===== config.mk =====
export PLATFORM = sky130hd
export DESIGN_NAME = alu_arbiter
export DESIGN_NICKNAME = d
export VERILOG_FILES = /design/src/rtl/alu_arbiter.sv
export SDC_FILE = /design/constraint.sdc
export NUM_CORES = 1
export LEC_CHECK = 0
export BUFFER_PORTS_ARGS = -buffer_cell sky130_fd_sc_hd__buf_2
export CAP_MARGIN = 20
export CORE_MARGIN = 1.5
export CORE_UTILIZATION = 35
export CTS_BUF_LIST = sky130_fd_sc_hd__clkbuf_2
export CTS_CLUSTER_DIAMETER = 60
export CTS_CLUSTER_SIZE = 24
export DETAILED_ROUTE_END_ITERATION = 10
export MAX_ROUTING_LAYER = met4
export PLACE_DENSITY = 0.62
export SLEW_MARGIN = 20
export SYNTH_ARGS = -nofsm -noshare
export SYNTH_HDL_FRONTEND = slang
export SYNTH_SLANG_ARGS = --single-unit

===== constraint.sdc =====
create_clock -name clk -period 2.2 [get_ports clk]
set_input_delay 0.22 -clock clk [delete_from_list [all_inputs] [get_ports clk]]
set_output_delay 0.22 -clock clk [all_outputs]
set_load 0.01 [all_outputs]

===== src/rtl/alu_arbiter.sv =====
// Round-robin arbiter sharing one combinational ALU between two requesters,
// with a private accumulator and held result register per requester.
module alu_arbiter #(
    parameter int unsigned DATA_W = 8
) (
    input  logic              clk,
    input  logic              reset,
    input  logic [1:0]        req,
    input  logic [3:0]        opcode0,
    input  logic [3:0]        opcode1,
    input  logic [DATA_W-1:0] a0,
    input  logic [DATA_W-1:0] a1,
    input  logic [DATA_W-1:0] b0,
    input  logic [DATA_W-1:0] b1,
    output logic [1:0]        ack,
    output logic [2:0]        alu_sel,
    output logic [DATA_W-1:0] alu_a,
    output logic [DATA_W-1:0] alu_b,
    input  logic [DATA_W-1:0] alu_y,
    output logic [1:0]        done,
    output logic              err,
    output logic [DATA_W-1:0] result0,
    output logic [DATA_W-1:0] result1,
    output logic              busy
);

    typedef enum logic [1:0] {
        S_IDLE,
        S_EXEC,
        S_DONE
    } state_t;

    state_t            r_state;
    state_t            w_next;
    logic [3:0]        r_op;
    logic [DATA_W-1:0] r_a;
    logic [DATA_W-1:0] r_b;
    logic              r_g;
    logic              r_last;
    logic [DATA_W-1:0] r_acc0;
    logic [DATA_W-1:0] r_acc1;
    logic [1:0]        r_ack;
    logic [1:0]        r_done;
    logic              r_err;
    logic [DATA_W-1:0] r_result0;
    logic [DATA_W-1:0] r_result1;

    logic              w_win;
    logic              w_legal;
    logic              w_use_acc;
    logic [DATA_W-1:0] w_acc_g;

    // On contention the requester that did not win last time gets the grant.
    assign w_win     = (&req) ? ~r_last : req[1];
    assign w_legal   = (r_op <= 4'd8);
    assign w_use_acc = r_op[0] & ~r_op[3];
    assign w_acc_g   = r_g ? r_acc1 : r_acc0;

    always_ff @(posedge clk or negedge reset) begin
        if (!reset) begin
            r_state <= S_IDLE;
        end else begin
            r_state <= w_next;
        end
    end

    always_comb begin
        w_next  = r_state;
        alu_sel = '0;
        alu_a   = '0;
        alu_b   = '0;
        case (r_state)
            S_IDLE: begin
                if (|req) begin
                    w_next = S_EXEC;
                end
            end
            S_EXEC: begin
                w_next = S_DONE;
                if (w_legal) begin
                    alu_sel = r_op[3] ? 3'b100 : {1'b0, r_op[2:1]};
                    alu_a   = w_use_acc ? w_acc_g : r_a;
                    alu_b   = r_b;
                end
            end
            S_DONE: begin
                w_next = S_IDLE;
            end
            default: begin
                w_next = S_IDLE;
            end
        endcase
    end

    always_ff @(posedge clk or negedge reset) begin
        if (!reset) begin
            r_op      <= '0;
            r_a       <= '0;
            r_b       <= '0;
            r_g       <= 1'b0;
            r_last    <= 1'b1;
            r_acc0    <= '0;
            r_acc1    <= '0;
            r_ack     <= '0;
            r_done    <= '0;
            r_err     <= 1'b0;
            r_result0 <= '0;
            r_result1 <= '0;
        end else begin
            r_ack  <= '0;
            r_done <= '0;
            r_err  <= 1'b0;
            case (r_state)
                S_IDLE: begin
                    if (|req) begin
                        r_op   <= w_win ? opcode1 : opcode0;
                        r_a    <= w_win ? a1 : a0;
                        r_b    <= w_win ? b1 : b0;
                        r_g    <= w_win;
                        r_last <= w_win;
                        r_ack  <= w_win ? 2'b10 : 2'b01;
                    end
                end
                S_EXEC: begin
                    r_done <= r_g ? 2'b10 : 2'b01;
                    if (!w_legal) begin
                        r_err <= 1'b1;
                    end else if (r_g) begin
                        r_acc1    <= alu_y;
                        r_result1 <= alu_y;
                    end else begin
                        r_acc0    <= alu_y;
                        r_result0 <= alu_y;
                    end
                end
                default: begin
                end
            endcase
        end
    end

    assign ack     = r_ack;
    assign done    = r_done;
    assign err     = r_err;
    assign result0 = r_result0;
    assign result1 = r_result1;
    assign busy    = (r_state != S_IDLE);

endmodule


=== Word-level counts from Yosys, hierarchy flattened ===
Index checks and enable logic that the tools add are counted.
Widths: inputs -> output; s select.

* Output and inout port bits: 41
* Flip-flop bits (word level): 45
* Word-level logic and storage cells: 47
* Bits of input ports: 52

* Bitwise operators: 4
* Equality and inequality tests: 2
* Magnitude comparators: 1
* Reduce and logical (&&, ||, !) cells: 7
* Multiplexer cells: 22

{| class="wikitable"
|+ Operator list
! cell !! count
|-
| $mux 8 || 8
|-
| $mux 2 || 6
|-
| $mux 3 || 3
|-
| $reduce_and 3->1 || 2
|-
| $le 4x4->1 const B || 1
|-
| $mux 4 || 1
|-
| $pmux 2 s2 || 1
|-
| $reduce_and 2->1 || 2
|-
| $mux 1 || 3
|-
| $not 1->1 || 3
|-
| $eq 2x1->1 const B || 1
|-
| $logic_not 2->1 || 1
|-
| $ne 2x2->1 const B || 1
|-
| $reduce_bool 2->1 || 1
|-
| $reduce_or 2->1 || 1
|-
| $and 1x1->1 || 1
|}

=== Longest topological paths before layout ===
Gate-level depths: netlist of the first run.

* Word-level depth: 5
* Mapped depth: 5
* Depth with buffers taken out: 4

=== Least setup slack after synthesis of the first run ===
OpenSTA, ideal clock, no wires.

* Path kind: flip-flop to output port
* Start point: reg r_op[0]
* End point: out alu_a[0]
* Slack: 0.535 ns
* Buffers on the path: 1
* Required time: 1.980 ns
* Cell stages (with the launch flop): 5
* Data arrival time: 1.445 ns
* Path through: dfrtp_1 -> o31ai_1 -> clkbuf_1 -> nand2_1 -> a211oi_1

* Cells in the longest elaborated chain, start to end: 4
* Elaborated cells on any way between the ends: 5
* Classes of those cells: order compare: 1; mux: 3; bitwise: 1

{| class="wikitable"
|+ RTL lines
! element !! RTL line !! source
|-
| start, declared || 35 || <nowiki>logic [3:0] r_op;</nowiki>
|-
| start signal, assigned || 116 || <nowiki>r_op <= w_win ? opcode1 : opcode0;</nowiki>
|-
| branches (longest 2 deep; another with $le 4x4->1) || -- ||
|-
| $mux 8 (*) || 80 || <nowiki>if (w_legal) begin</nowiki>
|-
| $mux 8 (*) || 72 || <nowiki>case (r_state)</nowiki>
|-
| end, declared || 17 || <nowiki>output logic [DATA_W-1:0] alu_a,</nowiki>
|}

Every way passes the cells marked *.

=== Final worst setup path of the first run ===
* Start point: reg r_op[0]
* End point: out alu_a[6]

The elaborated chain is that of the path after synthesis.

==> results of run 1 <==
==> repair_timing <==
action	4_1_cts	5_1_grt
setup endpoints to repair	8	9
buffers inserted	0	0
gates resized for setup	1	5
hold buffers	7	6
gates cloned	0	0
endpoints found under the hold margin	53	8
==> metal layers <==
layer | track usage, % | up-vias | share of wire (%)
met5 | - | - | 0
met4 | 6.27 | 0 | 1.6
met3 | 3.22 | 7 | 4.8
met2 | 26.4 | 52 | 50
met1 | 21.4 | 815 | 44
li1 | - | 833 | -
==> worst paths after layout <==
kind,slack (ns),endpoint,startpoint,depth (start not counted)
min,0.03,result0[6]$_DFFE_PN0P_,alu_y[6],2
max,0.19,alu_a[6],r_op[0]$_DFFE_PN0P_,4
min reg2reg,0.53,r_b[4]$_DFFE_PN0P_,r_b[4]$_DFFE_PN0P_,1
max reg2reg,0.51,result1[7]$_DFFE_PN0P_,r_op[0]$_DFFE_PN0P_,3
max in group asynchronous,1.40,r_a[0]$_DFFE_PN0P_,reset,3
min in group asynchronous,0.37,result0[1]$_DFFE_PN0P_,reset,3
==> layout make-up <==
type	count	area [sq um]	share of cell area, %
clock buffers	6	30.0	1.01
clock inverters	2	38.8	1.30
inverters	3	11.3	0.378
multi-input cells	110	1020	34.2
flip-flops and latches	45	1130	37.9
well taps	75	93.8	3.15
repair buffers	112	656	22.0
==> registers in the layout, indices dropped and copies added, names as in the netlist <==
signal / count
r_a: 8
r_b: 8
result0: 8
result1: 8
r_op: 4
ack: 2
done: 2
r_state: 2
err: 1
r_g: 1
r_last: 1
==> layout by cell type (no fill, tap or decap), drive strengths merged <==
| cell | instances |
|---|---|
| buf | 99 |
| dfrtp | 44 |
| mux2 | 44 |
| and3 | 15 |
| nor2 | 13 |
| dlygate4sd3 | 13 |
| mux2i | 8 |
| a211oi | 8 |
| a221o | 6 |
| clkbuf | 6 |
| inv | 3 |
| nor3b | 2 |
| a21o | 2 |
| nand2 | 2 |
| nand2b | 1 |
| o31ai | 1 |
| a21boi | 1 |
| nor3 | 1 |
| nor2b | 1 |
| nor4 | 1 |
| and2 | 1 |
| a21bo | 1 |
| o21ai | 1 |
| nand3b | 1 |
| clkinv | 1 |
| bufinv | 1 |
| dfstp | 1 |
==> cell families after synthesis <==
logic type	count (synthesis)	share of synthesized area [%]
AOI/OAI and AO/OA	20	7.57
buffers and inverters	13	3.27
DFF	45	51.7
muxes	52	27.9
and+or+nand+nor	38	9.52
==> metrics by stage <==
step	cells	util (%)
after floorplan	168	-
after global placement	332	46.1
final	353	50.0
after CTS	347	48.5
after global routing	353	50.0
after detailed placement	332	46.1
==> power groups by stage <==
stage               Clock (mW)  Sequential (mW)  Combinational, mW
floorplan                    0             1.55               1.18
global placement             0             1.53               1.88
detailed placement           0             1.54               1.90
CTS                      0.492             1.53               1.92
global route             0.532             1.60               2.10
finish                   0.471             1.54               1.93
==> worst max-delay path, cell delays in order (launching register included) <==
cell and delay, ns:
dfrtp_1 0.48, o31ai_4 0.33, nand2_2 0.16, a211oi_1 0.24, buf_2 0.18
==> impl_summary.txt, run 1 <==
----------------------------------------------------
[Status]
  Outcome ... finished clean

[Drt]
  First-pass iteration count of the detailed router ... 5
  Number of vias in the routed layout ... 1707
  Routed vias/inst ... just under 5
  First-iteration detailed-routing DRC count ... 78
  Post-route DRC violation count ... 0
  Total Routed Length ... ~5300 um
  Average wire per cell in the routed design ... 15.1 um
  Post-DRT Antenna Nets ... 0

[Floorplan]
  Number of cell rows ... 28
  Die height ... 81.9 um
  Chip Width ... around 82 um
  Area of the core ... 5960 sq um
  Number of primary I/O pins ... 93
  Die Area ... 6710 sq um
  Initial standard-cell utilization of the core ... 36.6%

[Synthesis]
  Commonest cells in the synthesized netlist ... 44 x dfrtp_1, 35 x mux2_2, 15 x and3_1
  Top cell type's share of synthesized area ... 50.5%
  Post-synthesis async set-or-reset flop share ... between 90% and 100%
  Mapped Cells ... 168
  Post-Synthesis Net Count ... 220
  Per-instance average area after synthesis ... 13.0 sq um
  Cell type with the highest aggregate area in the netlist ... dfrtp_1
  Post-synth cell types ... 28
  Share of the yosys chip area belonging to registers ... 51.7%
  Most numerous cell in the Yosys netlist ... dfrtp_1
  Most instantiated flip-flop cell in the synthesis netlist ... dfrtp_1
  Number of enable-type register cells in the synthesized netlist ... 0
  Number of synthesis warnings ... 0
  Number of storage elements in the synthesis netlist ... 45
  Post-synth design cell area ... 2180 sq um
  Leading cell types by total area after synthesis ... dfrtp_1 50%, mux2_2 18%, mux2_4 6.2%, and3_1 4.3%, mux2i_1 3.7%

[CTS]
  Clk slew on worst S/H paths ... roughly 0.24 ns
  CTS HTree Levels ... 2
  Skew-Pair Late Insertion Delay ... roughly 0.4 ns
  Root Driver ... clkbuf_2
  Clk buf depth ... 2
  Clk sink count ... 45
  Clock tree from TritonCTS ... built
  CTS buffer count ... 5

[Timing]
  Number of max-slew violations in the final report ... 0
  Post-route clock period utilization ... 91.5%
  Time the final worst path needs with I/O delays and setup ... between 2 and 2.5 ns
  Setup repair after global routing missed its margin ... true
  Final worst slack ... 0.186 ns
  Highest attainable clock frequency ... 0.497 GHz
  Total negative slack ... 0 ns
  Measured slew at the worst slew-check pin ... 0.731 ns
  Final hold slack ... 0.0300 ns
  Endpoints failing setup ... 0
  Relative max-transition margin ... 51.1%
  Final-report hold violation count ... 0
  Setup skew after layout ... 0.0256 ns

[Power and ir drop]
  Fraction of power consumed by the clock network ... 11.9%
  Net switching component of the power ... between 1.5 and 2 mW
  Leakage power ... 1.54 nW
  Design internal power ... 2.43 mW
  Max rail drop VDD ... 0.000505 V
  Power density over the cells ... 1330 nW/um^2
  Sequential power share ... 39.1%
  Power after layout ... 3.95 mW
  Sw Ratio ... 38.3%
  Combinational group share of total power ... between 40% and 50%

[Placed design]
  Half-perimeter wire length after detailed placement ... 3800 um
  Number of buffers added on ports ... 92
  Placed instance area ... 2740 sq um
  Worst-case setup slack after placement ... 0.395 ns
  Placer Congestion ... around 0.8

[GRT]
  Combined global-route utilization of all metal layers ... about 17%
  Antenna violations before repair ... 0
  First-pass GRT wire length ... 8050 um
  Aggregate global routing overflow ... 0
  Number of global-route vias before repair ... 1588
  Pin count of the biggest net entering global routing ... 46

[Min path]
  Kind of path behind the tightest hold check ... input pin to flop

[Cells and area]
  Filler Cell Count ... around 560
  Ratio of cells with drive above 1 in the final layout ... 57.2%
  Number of antenna repair diodes ... 0
  Post-route cell area ... 2980 sq um
  Net count, final ... between 300 and 400
  Layout overhead on the synthesized area ... 36.4%

[Setup path]
  Type of the worst setup path ... flop to primary output
  Critical Path AT ... 1.79 ns
  Critical path required time ... 1.98 ns
  Type of element capturing the critical path ... primary output
  Highest net fanout along the worst path ... 8
  Critical Path Source Type ... flop

[Flow run]
  Maxcap violations ... 0

----------------------------------------------------
No activity file was read; power rests on OpenSTA's default activity.
==> inputs of run 2 (changes only) <==
==> constraint.sdc (replaced) <==
create_clock -name clk -period 2.2 [get_ports clk]
set_input_delay 0.11 -clock clk [delete_from_list [all_inputs] [get_ports clk]]
set_output_delay 0.11 -clock clk [all_outputs]
set_load 0.01 [all_outputs]
==> run 2 against run 1 <==
Worst hold slack got worse by 0.0085 ns; final area increased by 4.8%; worst setup slack got worse by 0.081 ns; combinational power increased by 6%; critical endpoint is now r_op[2]$_DFFE_PN0P_; die area unchanged.
==> impl_summary.txt, run 2 (synthesis gave the netlist of run 1 again) <==
----------------------------------------------------
[Power and ir drop]
  Sw Ratio ... 39.1% (+0.79 points)
  Power after layout ... 3.95 mW (+0.12%)
  Design internal power ... 2.41 mW (-1.2%)
  Leakage power ... 1.59 nW (+3.7%)
  Power density over the cells ... 1270 nW/um^2 (-4.5%)
  Sequential power share ... 39.3% (+0.2 points)
  Combinational group share of total power ... 51.6% (+2.6 points)
  Max rail drop VDD ... 0.000606 V (+20%)
  Net switching component of the power ... 1.55 mW (+2.2%)
  Fraction of power consumed by the clock network ... 9.1% (-2.8 points)

[Setup path]
  FF-to-FF path depth ... 5 (+2)
  Worst r2r src ... r_last$_DFFE_PN1P_
  Biggest cell delay along the critical path ... 0.59 ns (+0.11 ns)
  Critical path required time ... 2.53 ns (+0.55 ns)
  Critical Path Source Type ... flop
  Type of element capturing the critical path ... flop
  Standard cell with the maximum stage delay on the critical path ... dfstp_2
  Highest net fanout along the worst path ... 6 (-2)
  End of the worst register-to-register path ... r_op[2]$_DFFE_PN0P_
  Critical Path AT ... 2.43 ns (+0.64 ns)
  Type of the worst setup path ... flop to flop
  Worst R2R Setup Slack ... 0.10 ns (-0.41 ns)
  Cell class contributing the biggest share of worst-path delay ... buffers and inverters
  Cell Chain, Critical Path ... a21bo_1 -> buf_4 -> mux2_4 -> dlygate4sd3_1 -> mux2_2
  Worst path buffer plus inverter count ... 2 (+1)

[Cells and area]
  Layout overhead on the synthesized area ... 43.0%
  Top library cells by usage in the layout, fill and taps aside ... 92 x buf_2, 43 x dfrtp_1, 35 x mux2_2, 29 x dlygate4sd3_1, 15 x and3_1
  Most common cell after layout, fill and taps aside ... buf_2
  Number of antenna repair diodes ... 0 (unchanged)
  Net count, final ... 346 (+5.2%)
  Ratio of cells with drive above 1 in the final layout ... 53.9% (-3.3 points)

[Timing]
  Time the final worst path needs with I/O delays and setup ... 2.10 ns (+0.0812 ns)
  Relative max-transition margin ... 51.8% (+0.67 points)
  Endpoints failing setup ... 0 (unchanged)
  Post-route clock period utilization ... 95.2% (+3.7 points)
  Setup skew after layout ... 0.0196 ns (-0.00596 ns)
  Highest attainable clock frequency ... 0.477 GHz (-3.9%)
  Measured slew at the worst slew-check pin ... 0.721 ns (-0.00998 ns)
  Setup repair after global routing missed its margin ... false
  Final-report hold violation count ... 0 (unchanged)
  Number of max-slew violations in the final report ... 0 (unchanged)
  Total negative slack ... 0 ns (unchanged)

[Min path]
  Worst hold stages ... 3 (+1)
  Kind of path behind the tightest hold check ... input pin to flop
  Worst Hold Endpoint ... r_b[4]$_DFFE_PN0P_
  Beginning of the worst hold path ... b0[4]

[CTS]
  Clock tree from TritonCTS ... built
  Clk buf depth ... 2 (unchanged)
  Skew-Pair Late Insertion Delay ... 0.43 ns (+0.02 ns)
  Clk slew on worst S/H paths ... 0.24 ns (about the same)
  CTS HTree Levels ... 2 (unchanged)
  Clk sink count ... 45 (unchanged)
  Setup fix buffers added after clock tree synthesis ... 0 (unchanged)
  CTS buffer count ... 5 (unchanged)
  Root Driver ... clkbuf_2

[Floorplan]
  Number of cell rows ... 28 (unchanged)
  Area of the core ... 5960 sq um (unchanged)
  Initial standard-cell utilization of the core ... 36.6% (unchanged)
  Die height ... 81.9 um (unchanged)
  Die Area ... 6710 sq um (unchanged)
  Number of primary I/O pins ... 93 (unchanged)
  Chip Width ... 81.9 um (unchanged)

[Placed design]
  Number of buffers added on ports ... 92 (unchanged)
  Placer Congestion ... 0.845 (+6.6%)
  Half-perimeter wire length after detailed placement ... 3900 um (+2.6%)

[Drt]
  First-pass iteration count of the detailed router ... 4 (-1)
  Number of vias in the routed layout ... 1798 (+5.3%)
  Total Routed Length ... 5690 um (+6.8%)
  Routed vias/inst ... 4.86 (+0.49%)
  First-iteration detailed-routing DRC count ... 97 (+24%)
  Post-DRT Antenna Nets ... 0 (unchanged)
  Average wire per cell in the routed design ... 15.4 um (+1.9%)
  Post-route DRC violation count ... 0 (unchanged)

[GRT]
  Antenna violations before repair ... 0 (unchanged)
  Combined global-route utilization of all metal layers ... 17.5% (+0.76 points)
  Pin count of the biggest net entering global routing ... 46 (unchanged)
  Number of global-route vias before repair ... 1760 (+11%)
  Aggregate global routing overflow ... 0 (unchanged)
  First-pass GRT wire length ... 8460 um (+5.1%)

[Status]
  Outcome ... finished clean

[Flow run]
  Maxcap violations ... 0 (unchanged)

----------------------------------------------------
==> run 2: cell count changes in the layout (fill, tap and decap cells not counted), sizes merged <==
cell	previous run	this run
clkinv	1	0
dlygate4sd3	13	29
bufinv	1	0
clkinvlp	0	2
buf	99	100
==> run 2: stage by stage <==
stage / utilization (%) / setup WS [ns] / std cells / cell area, sq um / hold WS (ns)
floorplan: - / 0.645 / 168 / 2180 / -0.186
global placement: 46.2 / 0.514 / 333 / 2750 / 0.109
detailed placement: 46.2 / 0.465 / 333 / 2750 / 0.108
CTS: 50.4 / 0.0670 / 361 / 3000 / 0.00455
global route: 52.4 / 0.00346 / 370 / 3120 / 0.00671
finish: 52.4 / 0.105 / 370 / 3120 / 0.0215
==> run 2: worst max path at each step <==
stage                           startpoint                endpoint  slack (ns)  cells past startpoint
floorplan              r_op[0]$_DFFE_PN0P_                alu_a[0]        0.64                      4
global placement       r_op[0]$_DFFE_PN0P_  result1[4]$_DFFE_PN0P_        0.51                      3
detailed placement     r_op[1]$_DFFE_PN0P_  result1[5]$_DFFE_PN0P_        0.47                      3
finish                  r_last$_DFFE_PN1P_     r_op[2]$_DFFE_PN0P_        0.10                      5
CTS                 r_state[0]$_DFFE_PN0P_      r_a[7]$_DFFE_PN0P_        0.07                      5
global route        r_state[0]$_DFFE_PN0P_      r_b[2]$_DFFE_PN0P_       0.003                      6
==> run 2: worst min-delay path: cells and delay by family <==
kind | cells | cell delay, ns
buffers and inverters | 1 | 0.07
multiplexers | 2 | 0.26
==> run 2: layer usage <==
metal	wire length, um	GRT usage [%]	vias up
li1	-	-	863
met1	2460	21.0	868
met2	2860	28.7	56
met3	272	3.22	11
met4	107	7.80	0
met5	0	-	-
==> run 2: cell type report <==
type	instances	area, sq um
Tap cell	75	93.8
Inverter	3	11.3
Clock inverter	2	15.0
Timing Repair Buffer	129	823
Fill cell	578	2840
Clock buffer	6	30.0
Multi-Input combinational cell	110	1020
Sequential cell	45	1130
==> run 2: power groups by stage <==
stage | Combinational, mW | Clock [mW] | Sequential, mW
after floorplan | 1.18 | 0 | 1.55
after global placement | 1.87 | 0 | 1.53
after detailed placement | 1.90 | 0 | 1.55
after CTS | 2.02 | 0.373 | 1.53
after global routing | 2.22 | 0.417 | 1.60
final | 2.04 | 0.359 | 1.55
==> run 2: repair_timing <==
action	4_1_cts	5_1_grt
hold buffers	20	9
hold endpoints to repair	67	5
endpoints found under the setup margin	2	9
resized for setup	1	4
==> inputs of run 3 (changes only) <==
==> constraint.sdc (replaced) <==
create_clock -name clk -period 2.65 [get_ports clk]
set_input_delay 0.1325 -clock clk [delete_from_list [all_inputs] [get_ports clk]]
set_output_delay 0.1325 -clock clk [all_outputs]
set_load 0.01 [all_outputs]
==> run 3 against run 2 <==
Clock skew rose by 0.013 ns; wire length fell by 3.2%; highest routed layer unchanged; critical path type is now flop to primary output; largest power group unchanged; sequential share of layout area rose by 2.3 points; largest cell class unchanged; final area fell by 6.2%; worst setup slack improved by 0.37 ns.
==> impl_summary.txt, run 3 (synthesis gave the netlist of run 1 again) <==
----------------------------------------------------
[Timing]
  Setup skew after layout ... 0.0323 ns (+0.0127 ns)
  Final-report hold violation count ... 0 (unchanged)
  Relative max-transition margin ... 34.6% (-17 points)
  Total negative slack ... 0 ns (unchanged)
  Number of max-slew violations in the final report ... 0 (unchanged)
  Endpoints failing setup ... 0 (unchanged)
  Time the final worst path needs with I/O delays and setup ... 2.17 ns
  Final hold slack ... 0.0488 ns (+0.0273 ns)
  Post-route clock period utilization ... about four fifths
  Highest attainable clock frequency ... 0.460 GHz
  Measured slew at the worst slew-check pin ... 0.981 ns (+0.261 ns)
  Setup repair after global routing missed its margin ... false

[Floorplan]
  Initial standard-cell utilization of the core ... 36.6% (unchanged)
  Number of primary I/O pins ... 93 (unchanged)
  Die Area ... 6710 sq um (unchanged)
  Die height ... 81.9 um (unchanged)
  Number of cell rows ... 28 (unchanged)
  Area of the core ... 5960 sq um (unchanged)
  Chip Width ... 81.9 um (unchanged)

[Status]
  Outcome ... finished clean

[Cells and area]
  Top library cells by usage in the layout, fill and taps aside ... 92 x buf_2, 44 x dfrtp_1, 35 x mux2_2, 15 x and3_1, 15 x dlygate4sd3_1
  Layout overhead on the synthesized area ... 34.1%
  Most common cell after layout, fill and taps aside ... buf_2
  Post-route cell area ... 2930 sq um (-6.2%)
  Number of antenna repair diodes ... 0 (unchanged)
  Final core utilization ... 49.1% (-3.2 points)
  Net count, final ... 327 (-5.5%)
  Ratio of cells with drive above 1 in the final layout ... 54.0% (+0.087 points)

[Setup path]
  Worst path buffer plus inverter count ... 2 (unchanged)
  Cell class contributing the biggest share of worst-path delay ... buffers and inverters
  Highest net fanout along the worst path ... 14 (+8)
  Type of the worst setup path ... flop to primary output
  Biggest cell delay along the critical path ... 0.42 ns (-0.17 ns)
  Type of element capturing the critical path ... primary output
  Cell Chain, Critical Path ... nand2b_1 -> inv_1 -> nand2_1 -> a211oi_1 -> buf_2
  Standard cell with the maximum stage delay on the critical path ... dfrtp_1
  Critical Path Source Type ... flop
  Critical Path AT ... 2.04 ns (-0.39 ns)
  Critical path required time ... 2.52 ns (about the same)

[CTS]
  Skew-Pair Late Insertion Delay ... 0.41 ns (-0.02 ns)
  CTS buffer count ... 5 (unchanged)
  CTS HTree Levels ... 2 (unchanged)
  Post-cts repair resize count ... 0 (-1)
  Clk sink count ... 45 (unchanged)
  Clk slew on worst S/H paths ... 0.22 ns (-0.02 ns)
  Root Driver ... clkbuf_2
  Clk buf depth ... 2 (unchanged)
  Clock tree from TritonCTS ... built

[Power and ir drop]
  Sequential power share ... 40.1% (+0.8 points)
  Leakage power ... 1.51 nW (-5.0%)
  Design internal power ... 1.96 mW (-18%)
  Net switching component of the power ... 1.23 mW (-20%)
  Max rail drop VDD ... 0.000390 V (-36%)
  Sw Ratio ... 38.5% (-0.60 points)
  Fraction of power consumed by the clock network ... 11.8% (+2.7 points)
  Combinational group share of total power ... 48.0% (-3.6 points)
  Power density over the cells ... 1090 nW/um^2 (-14%)

[Placed design]
  Placer Congestion ... 0.809 (-4.3%)
  Number of buffers added on ports ... 92 (unchanged)
  Placed instance area ... 2700 sq um (-1.8%)
  Half-perimeter wire length after detailed placement ... 3940 um (+1.1%)

[Drt]
  Total Routed Length ... 5510 um (-3.2%)
  Average wire per cell in the routed design ... 15.7 um (+2.0%)
  First-iteration detailed-routing DRC count ... 104 (+7.2%)
  First-pass iteration count of the detailed router ... 4 (unchanged)
  Routed vias/inst ... 4.88 (+0.37%)
  Post-route DRC violation count ... 0 (unchanged)
  Number of vias in the routed layout ... 1712 (-4.8%)
  Post-DRT Antenna Nets ... 0 (unchanged)

[GRT]
  Aggregate global routing overflow ... 0 (unchanged)
  Combined global-route utilization of all metal layers ... 17.4% (-0.12 points)
  First-pass GRT wire length ... 8390 um (-0.82%)
  Pin count of the biggest net entering global routing ... 46 (unchanged)
  Number of global-route vias before repair ... 1724 (-2.0%)
  Antenna violations before repair ... 0 (unchanged)

[Min path]
  Kind of path behind the tightest hold check ... input pin to flop

[Flow run]
  Maxcap violations ... 0 (unchanged)

----------------------------------------------------
-- run 3: cell types whose count changed in the layout (fill, tap and decap cells not counted), sizes merged --
| cell | previous run | this run |
|---|---|---|
| clkinv | 0 | 1 |
| buf | 100 | 95 |
| bufinv | 0 | 1 |
| clkbuf | 6 | 5 |
| clkinvlp | 2 | 1 |
| dlygate4sd3 | 29 | 15 |
-- run 3: metrics by stage --
step | total power [mW] | setup WS, ns | instances
detailed placement | 2.82 | 0.730 | 328
floorplan | 2.27 | 1.07 | 168
finish | 3.19 | 0.478 | 351
global route | 3.43 | 0.290 | 351
global placement | 2.79 | 0.729 | 328
CTS | 3.21 | 0.417 | 351
-- run 3: what timing repair did --
item	in CTS	in global routing
setup endpoints to repair	0	0
setup buffers	0	0
hold buffers	15	0
endpoints found under the hold margin	66	0
-- run 3: worst paths after layout --
path / cells past startpoint / start / slack, ns / endpoint
max in group asynchronous: 2 / reset / 1.65 / r_a[7]$_DFFE_PN0P_
min reg2reg: 1 / r_b[6]$_DFFE_PN0P_ / 0.54 / r_b[6]$_DFFE_PN0P_
min in group asynchronous: 2 / reset / 0.36 / result1[1]$_DFFE_PN0P_
max: 5 / r_state[1]$_DFFE_PN0P_ / 0.48 / alu_a[3]
max reg2reg: 4 / r_state[1]$_DFFE_PN0P_ / 0.73 / result1[7]$_DFFE_PN0P_
min: 3 / b1[2] / 0.05 / r_b[2]$_DFFE_PN0P_
-- run 3: power groups by stage --
stage,combinational [mW],clock [mW],sequential [mW]
3_5_place_dp,1.52,0,1.30
4_1_cts,1.54,0.387,1.28
5_1_grt,1.69,0.412,1.33
2_1_floorplan,0.983,0,1.29
3_3_place_gp,1.50,0,1.29
6_report,1.53,0.378,1.28
-- run 3: worst register-to-register path: cells and delay by family (launching register included) --
family        cells  cell delay [ns]
simple gates      2             0.72
flops             1             0.42
mux               1             0.38
buf+inv           1             0.32
-- run 3: layout make-up --
cell class,instances,area (sq um)
Clock buffer,5,25.0
Clock inverter,3,41.3
Fill cell,591,3030
Inverter,3,11.3
Multi-Input combinational cell,110,993
Sequential cell,45,1130
Tap cell,75,93.8
Timing Repair Buffer,110,633
-- run 3: per-layer routing --
metal  global-route usage [%]  part of all wire (%)  wire length (um)
met1                     21.6                    44              2450
met2                     28.7                    50              2740
met3                     3.22                   4.7               261
met4                     5.42                   1.0                57
met5                        -                     0                 0
